[src/rtl/tcdm_rr_arbiter.sv]
// tcdm_rr_arbiter: shares one TCDM master port among NB_REQ requesters.
// Round-robin arbitration that stays locked on a requester while its request
// is waiting for out_gnt_i. An in-order ID FIFO of depth MAX_OUTST records the
// owner of every granted transaction and steers each out_r_valid_i back to it.
// Optional build macro TCDM_ARB_PERF_EN adds per-requester grant counters and
// a counter of cycles in which a request was blocked by a full ID FIFO.
module tcdm_rr_arbiter #(
    parameter int unsigned NB_REQ    = 4,
    parameter int unsigned AW        = 32,
    parameter int unsigned DW        = 32,
    parameter int unsigned MAX_OUTST = 4
) (
    input  logic                   clk_i,
    input  logic                   rst_ni,
    input  logic [NB_REQ-1:0]      in_req_i,
    input  logic [NB_REQ*AW-1:0]   in_add_i,
    input  logic [NB_REQ-1:0]      in_wen_i,
    input  logic [NB_REQ*DW/8-1:0] in_be_i,
    input  logic [NB_REQ*DW-1:0]   in_data_i,
    output logic [NB_REQ-1:0]      in_gnt_o,
    output logic [DW-1:0]          in_r_data_o,
    output logic [NB_REQ-1:0]      in_r_valid_o,
    output logic                   out_req_o,
    output logic [AW-1:0]          out_add_o,
    output logic                   out_wen_o,
    output logic [DW/8-1:0]        out_be_o,
    output logic [DW-1:0]          out_data_o,
    input  logic                   out_gnt_i,
    input  logic [DW-1:0]          out_r_data_i,
    input  logic                   out_r_valid_i,
    output logic                   err_o
`ifdef TCDM_ARB_PERF_EN
    ,
    output logic [NB_REQ*32-1:0]   perf_gnt_cnt_o,
    output logic [31:0]            perf_full_cyc_o
`endif
);

    localparam int unsigned IDW = (NB_REQ > 1) ? $clog2(NB_REQ) : 1;
    localparam int unsigned PW  = (MAX_OUTST > 1) ? $clog2(MAX_OUTST) : 1;
    localparam int unsigned CW  = $clog2(MAX_OUTST + 1);
    localparam int unsigned BW  = DW / 8;

    typedef enum logic {IDLE, LOCKED} state_e;

    state_e           state_q, state_d;
    logic [IDW-1:0]   sel_q, sel_d;
    logic [IDW-1:0]   ptr_q, ptr_d;
    logic [IDW-1:0]   win;
    logic             win_vld;
    logic [IDW-1:0]   cur_sel;
    logic             hs;
    logic             pop;
    logic             fifo_full;

    logic [IDW-1:0]   mem_q [MAX_OUTST];
    logic [PW-1:0]    wptr_q, rptr_q;
    logic [CW-1:0]    cnt_q, cnt_d;
    logic             err_q;

    // Advance a FIFO pointer, wrapping at MAX_OUTST (depth need not be a power of two).
    function automatic logic [PW-1:0] wrap_inc(input logic [PW-1:0] p);
        if (p == PW'(MAX_OUTST - 1)) return '0;
        return p + 1'b1;
    endfunction

    assign fifo_full = (cnt_q == CW'(MAX_OUTST));

    // Round-robin search: first asserted request at or after ptr_q, wrapping.
    // Scanning from the farthest offset down leaves the nearest one as winner.
    always_comb begin
        win     = '0;
        win_vld = 1'b0;
        for (int j = NB_REQ - 1; j >= 0; j--) begin
            automatic int idx = (int'(ptr_q) + j) % int'(NB_REQ);
            if (in_req_i[idx]) begin
                win     = IDW'(idx);
                win_vld = 1'b1;
            end
        end
    end

    // Master request: held on the locked requester, otherwise a fresh winner if the FIFO has room.
    always_comb begin
        out_req_o = 1'b0;
        cur_sel   = sel_q;
        if (state_q == LOCKED) begin
            out_req_o = 1'b1;
        end else if (win_vld && !fifo_full) begin
            out_req_o = 1'b1;
            cur_sel   = win;
        end
    end

    assign hs  = out_req_o & out_gnt_i;
    assign pop = out_r_valid_i & (cnt_q != '0);

    assign out_add_o  = in_add_i[int'(cur_sel)*AW +: AW];
    assign out_wen_o  = in_wen_i[cur_sel];
    assign out_be_o   = in_be_i[int'(cur_sel)*BW +: BW];
    assign out_data_o = in_data_i[int'(cur_sel)*DW +: DW];

    assign in_gnt_o     = hs  ? ({{(NB_REQ-1){1'b0}}, 1'b1} << cur_sel) : '0;
    assign in_r_valid_o = pop ? ({{(NB_REQ-1){1'b0}}, 1'b1} << mem_q[rptr_q]) : '0;
    assign in_r_data_o  = out_r_data_i;
    assign err_o        = err_q;

    // Next-state logic for the arbitration FSM and the round-robin pointer.
    always_comb begin
        state_d = state_q;
        sel_d   = sel_q;
        ptr_d   = ptr_q;
        if (hs) begin
            ptr_d = (cur_sel == IDW'(NB_REQ - 1)) ? '0 : cur_sel + 1'b1;
        end
        case (state_q)
            IDLE: begin
                if (out_req_o && !out_gnt_i) begin
                    state_d = LOCKED;
                    sel_d   = win;
                end
            end
            LOCKED: begin
                if (out_gnt_i) state_d = IDLE;
            end
            default: state_d = IDLE;
        endcase
    end

    // Arbitration FSM state, locked selection and round-robin pointer.
    always_ff @(posedge clk_i or negedge rst_ni) begin
        if (!rst_ni) begin
            state_q <= IDLE;
            sel_q   <= '0;
            ptr_q   <= '0;
        end else begin
            state_q <= state_d;
            sel_q   <= sel_d;
            ptr_q   <= ptr_d;
        end
    end

    // Occupancy follows push/pop; simultaneous push and pop leave it unchanged.
    always_comb begin
        cnt_d = cnt_q;
        case ({hs, pop})
            2'b10:   cnt_d = cnt_q + 1'b1;
            2'b01:   cnt_d = cnt_q - 1'b1;
            default: cnt_d = cnt_q;
        endcase
    end

    // ID FIFO control pointers, occupancy and sticky orphan-response flag.
    always_ff @(posedge clk_i or negedge rst_ni) begin
        if (!rst_ni) begin
            wptr_q <= '0;
            rptr_q <= '0;
            cnt_q  <= '0;
            err_q  <= 1'b0;
        end else begin
            if (hs)  wptr_q <= wrap_inc(wptr_q);
            if (pop) rptr_q <= wrap_inc(rptr_q);
            cnt_q <= cnt_d;
            if (out_r_valid_i && (cnt_q == '0)) err_q <= 1'b1;
        end
    end

    // ID FIFO storage; contents are only meaningful below the occupancy count.
    always_ff @(posedge clk_i) begin
        if (hs) mem_q[wptr_q] <= cur_sel;
    end

`ifdef TCDM_ARB_PERF_EN
    logic [31:0] gnt_cnt_q [NB_REQ];
    logic [31:0] full_cyc_q;

    // Wrapping 32-bit event counters for handshakes and FIFO-full stalls.
    always_ff @(posedge clk_i or negedge rst_ni) begin
        if (!rst_ni) begin
            for (int i = 0; i < int'(NB_REQ); i++) gnt_cnt_q[i] <= '0;
            full_cyc_q <= '0;
        end else begin
            for (int i = 0; i < int'(NB_REQ); i++) begin
                if (in_gnt_o[i]) gnt_cnt_q[i] <= gnt_cnt_q[i] + 32'd1;
            end
            if ((|in_req_i) && fifo_full) full_cyc_q <= full_cyc_q + 32'd1;
        end
    end

    for (genvar g = 0; g < int'(NB_REQ); g++) begin : g_perf
        assign perf_gnt_cnt_o[g*32 +: 32] = gnt_cnt_q[g];
    end
    assign perf_full_cyc_o = full_cyc_q;
`endif

endmodule

[config.mk]
export PLATFORM = sky130hd
export DESIGN_NAME = tcdm_rr_arbiter
export DESIGN_NICKNAME = d
export VERILOG_FILES = /design/src/rtl/tcdm_rr_arbiter.sv
export SDC_FILE = /design/constraint.sdc
export NUM_CORES = 1
export LEC_CHECK = 0
export CAP_MARGIN = 20
export CORE_AREA = 2 2 166 168
export CTS_BUF_LIST = sky130_fd_sc_hd__clkbuf_8
export DETAILED_ROUTE_END_ITERATION = 8
export DIE_AREA = 0 0 168 170
export HOLD_SLACK_MARGIN = 0.05
export SLEW_MARGIN = 5
export SYNTH_ARGS = -nofsm -noshare
export SYNTH_HDL_FRONTEND = slang
export SYNTH_SLANG_ARGS = --single-unit
[constraint.sdc]
create_clock -name clk_i -period 4.6 [get_ports clk_i]
set_clock_uncertainty 0.2 [all_clocks]
set_input_delay 1.15 -clock clk_i [delete_from_list [all_inputs] [get_ports clk_i]]
set_output_delay 1.15 -clock clk_i [all_outputs]
set_load 0.05 [all_outputs]
-- Yosys cells after proc, flatten, opt, wreduce, memory -nomap -nowiden
Memories as Yosys holds them, arrays and structs flattened.
Index checks and enable logic that the tools add are counted.
- output and inout port bits: 111
- RAM bits: 8
- memories kept: 1
- bits in registers: 13
- memory list (name ; depth ; width ; read ports ; clocked after Yosys merged registers in ; wr ports ; RTL line ; text):
    mem_q ; 4 ; 2 ; 1 ; 0 ; 1 ; 56 ; logic [IDW-1:0] mem_q [MAX_OUTST];
- magnitude comparators: 5
- bitwise logic cells: 6
- muxes and demuxes: 42
- $add $sub $neg: 8
- shifts and indexed selects: 5
- reductions and logical operators: 12
- equality and inequality tests: 6
- operators by type and width (kind ; number):
    $shiftx A128 B8 Y32 ; 2
    $mux W1 ; 22
    $mux W2 ; 11
    $shiftx A16 B5 Y4 ; 1
    $lt A3 B4 Y1 const B ; 3
    $bmux W1 S2 ; 5
    $add A2 B1 Y2 const B ; 4
    $eq A2 B2 Y1 const B ; 4
    $mux W4 ; 2
    $shl A1 B2 Y4 const A ; 2
    $lt A2 B3 Y1 const B ; 2
    $pmux W3 S2 ; 1
    $reduce_or A2 Y1 ; 3
    $add A2 B2 Y2 const B ; 2
    $add A3 B1 Y3 const B ; 1
    $and A1 B1 Y1 const A ; 3
    $eq A3 B3 Y1 const B ; 1
    $logic_and A1 B1 Y1 ; 3
    $logic_not A3 Y1 ; 1
    $reduce_bool A3 Y1 ; 1
    $sub A3 B1 Y3 const B ; 1
    $and A1 B1 Y1 ; 2
    $eq A2 B1 Y1 const B ; 1
    $logic_not A1 Y1 ; 2
    4 further kinds ; 4

-- Logic depth before layout (Yosys ltp)
- depth after elaboration: 16
- depth in mapped cells: 10

-- Worst setup path before layout
Ideal clock, no wire load.
- kind: input-to-output
- start point: in in_req_i[2]
- end point: out out_be_o[0]
- stages on the path: 7
- setup slack: 14 ps
- data required time: 3250 ps
- data arrival time: 3236 ps
- path through: or4_4 > nand3_2 > and2_4 > buf_4 > buf_4 > o21ai_0 > a32oi_1
- longest elaborated chain between the ends: 11
- elaborated cells on any way between the ends: 23
- ends and longest elaborated chain (what ; RTL line ; text):
    from (decl) ; 15 ; input logic [NB_REQ-1:0] in_req_i,
    $bmux W1 S2 ; 76 ; if (in_req_i[idx]) begin
    $mux W1 (not written as such) (2 in series) ; 76 ;
    $mux W1 (4 in series) ; 76 ;
    $logic_and A1 B1 Y1 ; 89 ; end else if (win_vld && !fifo_full) begin
    $mux W2 (*) ; 89 ;
    $mux W2 (*) ; 87 ; if (state_q == LOCKED) begin
    $shiftx A16 B5 Y4 (*) ; 100 ; assign out_be_o = in_be_i[int'(cur_sel)*BW +: BW];
    to (decl) ; 26 ; output logic [DW/8-1:0] out_be_o,
Every way passes the cells marked *; elsewhere a longest branch is shown, timed or not. The select of a mux whose other input is x is not followed.

-- Worst setup path in the final report
- start point: in in_req_i[3]
- end point: out out_data_o[16]
- longest elaborated chain between the ends: 11
- elaborated cells on any way between the ends: 23
- ends and longest elaborated chain (what ; RTL line ; text):
    $bmux W1 S2 ; 76 ;
    $mux W1 (not written as such) (2 in series) ; 76 ;
    $mux W1 (4 in series) ; 76 ;
    $logic_and A1 B1 Y1 ; 89 ;
    $mux W2 (*) ; 89 ;
    $mux W2 (*) ; 87 ;
    $shiftx A128 B8 Y32 (*) ; 101 ; assign out_data_o = in_data_i[int'(cur_sel)*DW +: DW];
    to (decl) ; 27 ; output logic [DW-1:0] out_data_o,
Marks and branches as above.

==> metrics.md <==
| Metric | Value |
|---|---|
| Status | `finished clean` |
| Ys Warns | `0` |
| Row count | `60` |
| RR Startpoint | `state_q` |
| Final hold vios | `0` |
| PnR worst setup slack | `0.0228 ns` |
| Max Buffers Root-to-Sink | `2` |
| Seq/Total Area, Yosys | `11.7%` |
| Async set or reset register ratio after synthesis | `slightly above 60%` |
| First-pass GRT wire length | `around 45,000 um` |
| Worst setup SP type | `primary input` |
| Routed vias | `7,751` |
| Worst R2R Setup Slack | `1.66 ns` |
| RSZ-0062 raised after global routing | `yes` |
| Reg clk slew, reported paths | `0.08 ns` |
| Critical path class | `in -> out` |
| Pwr dens | `a little over 900 mW/mm^2` |
| Synth Cell Area | `between 0.004 and 0.005 sq mm` |
| Pleak | `around 4.2 nW` |
| DRT antenna net count | `0` |
| Yosys top cell by area | `nand3_1` |
| DRT iter0 DRCs | `around 560` |
| Register bit total from synthesis | `21` |
| WL/cell | `between 20 and 25 um` |
| Initial core utilization | `a little under a fifth` |
| Syn nets | `1,065` |
| Setup_tns | `0 ns` |
| Num CTS Buffers | `3` |
| I/O pin cnt | `427` |
| Number of synthesized flops with an enable pin | `8` |
| VDD IR max | `between 0.5 and 0.6 mV` |
| Hold_buf cts | `0` |
| Slew headroom | `59.3%` |
| Die height | `between 150 and 200 um` |
| R2r worst-path depth | `12` |
| Nets@finish | `around 1,400` |
| Max-Cap Viols | `0` |
| Core area | `about 0.027 sq mm` |
| Total gr overflow | `0` |
| N_diodes | `0` |
| Req. time, crit path | `3.25 ns` |
| Post-DP HPWL | `~22,000 um` |
| CTS tree | `done` |
| Pre-CTS WS | `-0.390 ns` |
| Synth area leaders | `nand3_1 (21%), a311oi_1 (12%), a32oi_1 (12%)` |
| Total number of H-tree levels | `1` |
| Die area | `between 0.02 and 0.03 sq mm` |
| Crit. End Element | `primary output` |
| Synth Flop Type | `dfrtp_1` |
| Shortest period the worst path allows | `~4.6 ns` |
| Class of the worst hold path | `reg -> reg` |
| CP endpoint | `out_data_o[16]` |
| Final Setup Violations | `0` |
| Post-synth cell types | `between 40 and 50` |
| Yosys top cell area share | `between 20% and 30%` |
| Layout overhead on the synthesized area | `124%` |
| Crit path arrival time | `around 3.2 ns` |
| Worst r2r dst | `cnt_q[2]` |
| Syn_area_per_cell | `6.57 sq um` |
| Final WL | `around 31,000 um` |
| # port buffers | `362` |
| Worst Max-Slew Pin Slew | `between 0.6 and 0.7 ns` |
| GP Congestion | `0.791` |
| Critical Path Start | `in_req_i[3]` |
| Syn Inst Count | `738` |
| Number of global-route vias before repair | `7,637` |
| CTS Sinks | `21` |
| Layout cells sized above 1 | `approximately a quarter` |
| Initial DRT Pass Iterations | `5` |
| Pin count of the biggest net entering global routing | `just over 50` |
| Fin crit share | `99.5%` |
| Drc violations | `0` |
| Horiz. Die Dim | `168 um` |
| Clock root buffer master | `clkbuf_8` |
| CP max FO | `8` |
| Clk Latency, worst-skew pair | `0.26 ns` |
| Max frequency | `between 0.2 and 0.25 GHz` |
| Vias per cell | `approximately 5.4` |
| Slew Limit Fails | `0` |
| GRT Resource Usage Total | `about a fifth` |
| Initial antenna violation count | `0` |
worst min-delay path by stage:
| stage | to | start | depth (start not counted) |
|---|---|---|---|
| 4_1_cts | err_o | err_o | 1 |
| 3_3_place_gp | err_o | err_o | 1 |
| 5_1_grt | err_o | err_o | 1 |
| 2_1_floorplan | cnt_q[2] | cnt_q[2] | 1 |
| 6_report | err_o | err_o | 1 |
| 3_5_place_dp | err_o | err_o | 1 |
state kept, by name, indices dropped and copies added, names as in the netlist:
register and cells:
err_o 1, sel_q 2, wptr_q 2, mem_q 8
ptr_q 2, cnt_q 3, rptr_q 2, state_q 1
layout by cell type, fill, tap and decap left out, drive strengths merged, types with 5 or more instances in the layout:
master,synthesis,layout
nand2,16,16
dfrtp,13,13
nand3,208,208
nor3,6,6
bufbuf,0,12
and3,10,10
clkdlybuf4s50,0,282
a21oi,69,69
o21ai,74,74
ha,10,10
buf,54,187
a311oi,69,69
nor2,5,5
a32oi,69,69
edfxtp,8,8
inv,12,12
routing by layer:
metal	wire, um	global-route usage, %
met2	15100	36.2
met1	12100	24.0
met4	1130	7.67
met3	2540	3.26
met5	0	0
worst max-delay path: stages:
cell and delay, ns:
buf_4 0.13, or4_4 0.55, buf_6 0.15, nand3_4 0.10
and2_4 0.21, buf_12 0.13, bufbuf_16 0.26, o21ai_0 0.07
a32oi_1 0.29, buf_12 0.18
power breakdown:
group | switching [mW] | internal [mW]
registers | 0.134 | 0.284
clock network | 0.0623 | 0.0612
logic | 4.89 | 4.45
per-stage QoR:
stage / area [sq um] / power [mW] / util (%) / cells / hold slack [ns]
floorplan: 4850 / 4.64 / - / 738 / 0.268
CTS: 10700 / 9.74 / 40.3 / 1426 / 0.292
global route: 10900 / 10.3 / 40.8 / 1426 / 0.312
finish: 10900 / 9.88 / 40.8 / 1426 / 0.291
detailed placement: 9960 / 8.72 / 37.4 / 1400 / 0.274
global placement: 9960 / 8.68 / 37.4 / 1400 / 0.272
final cells by class:
cell class / instances / area (sq um)
Fill cell: 2617 / 15800
Timing Repair Buffer: 481 / 5880
Multi-Input combinational cell: 567 / 3910
Sequential cell: 21 / 569
Tap cell: 341 / 427
Inverter: 12 / 45.0
Clock buffer: 3 / 41.3
Clock inverter: 1 / 7.51
kinds of logic (layout without fill, tap and decap cells):
logic type | Yosys count | count (layout) | share of synthesized area [%]
and+or+nand+nor | 260 | 260 | 27.4
adders and majority gates | 11 | 11 | 2.99
muxes | 4 | 4 | 1.37
DFF | 21 | 21 | 11.7
AOI/OAI and AO/OA | 289 | 289 | 40.9
xor gates and xnor gates | 3 | 3 | 0.542
buffers and inverters | 150 | 497 | 15.1
timing repair:
action	in CTS	in global routing
buffers inserted	11	1
endpoints found under the setup margin	73	43
gates resized for setup	64	34
cloned	11	0
pin swaps	28	21
Yosys cell counts (3+ instances only):
cell	count
a21oi_1	69
a311oi_1	69
a32oi_1	69
and3_1	10
buf_1	8
buf_2	7
buf_4	35
buf_6	4
clkbuf_1	84
dfrtp_1	13
edfxtp_1	8
ha_1	10
inv_1	11
nand2_1	16
nand2b_1	3
nand3_1	207
nor2_1	5
nor2b_1	3
nor3_1	6
o21ai_0	71
o21ai_1	3
(Power assumes the default switching activity.)
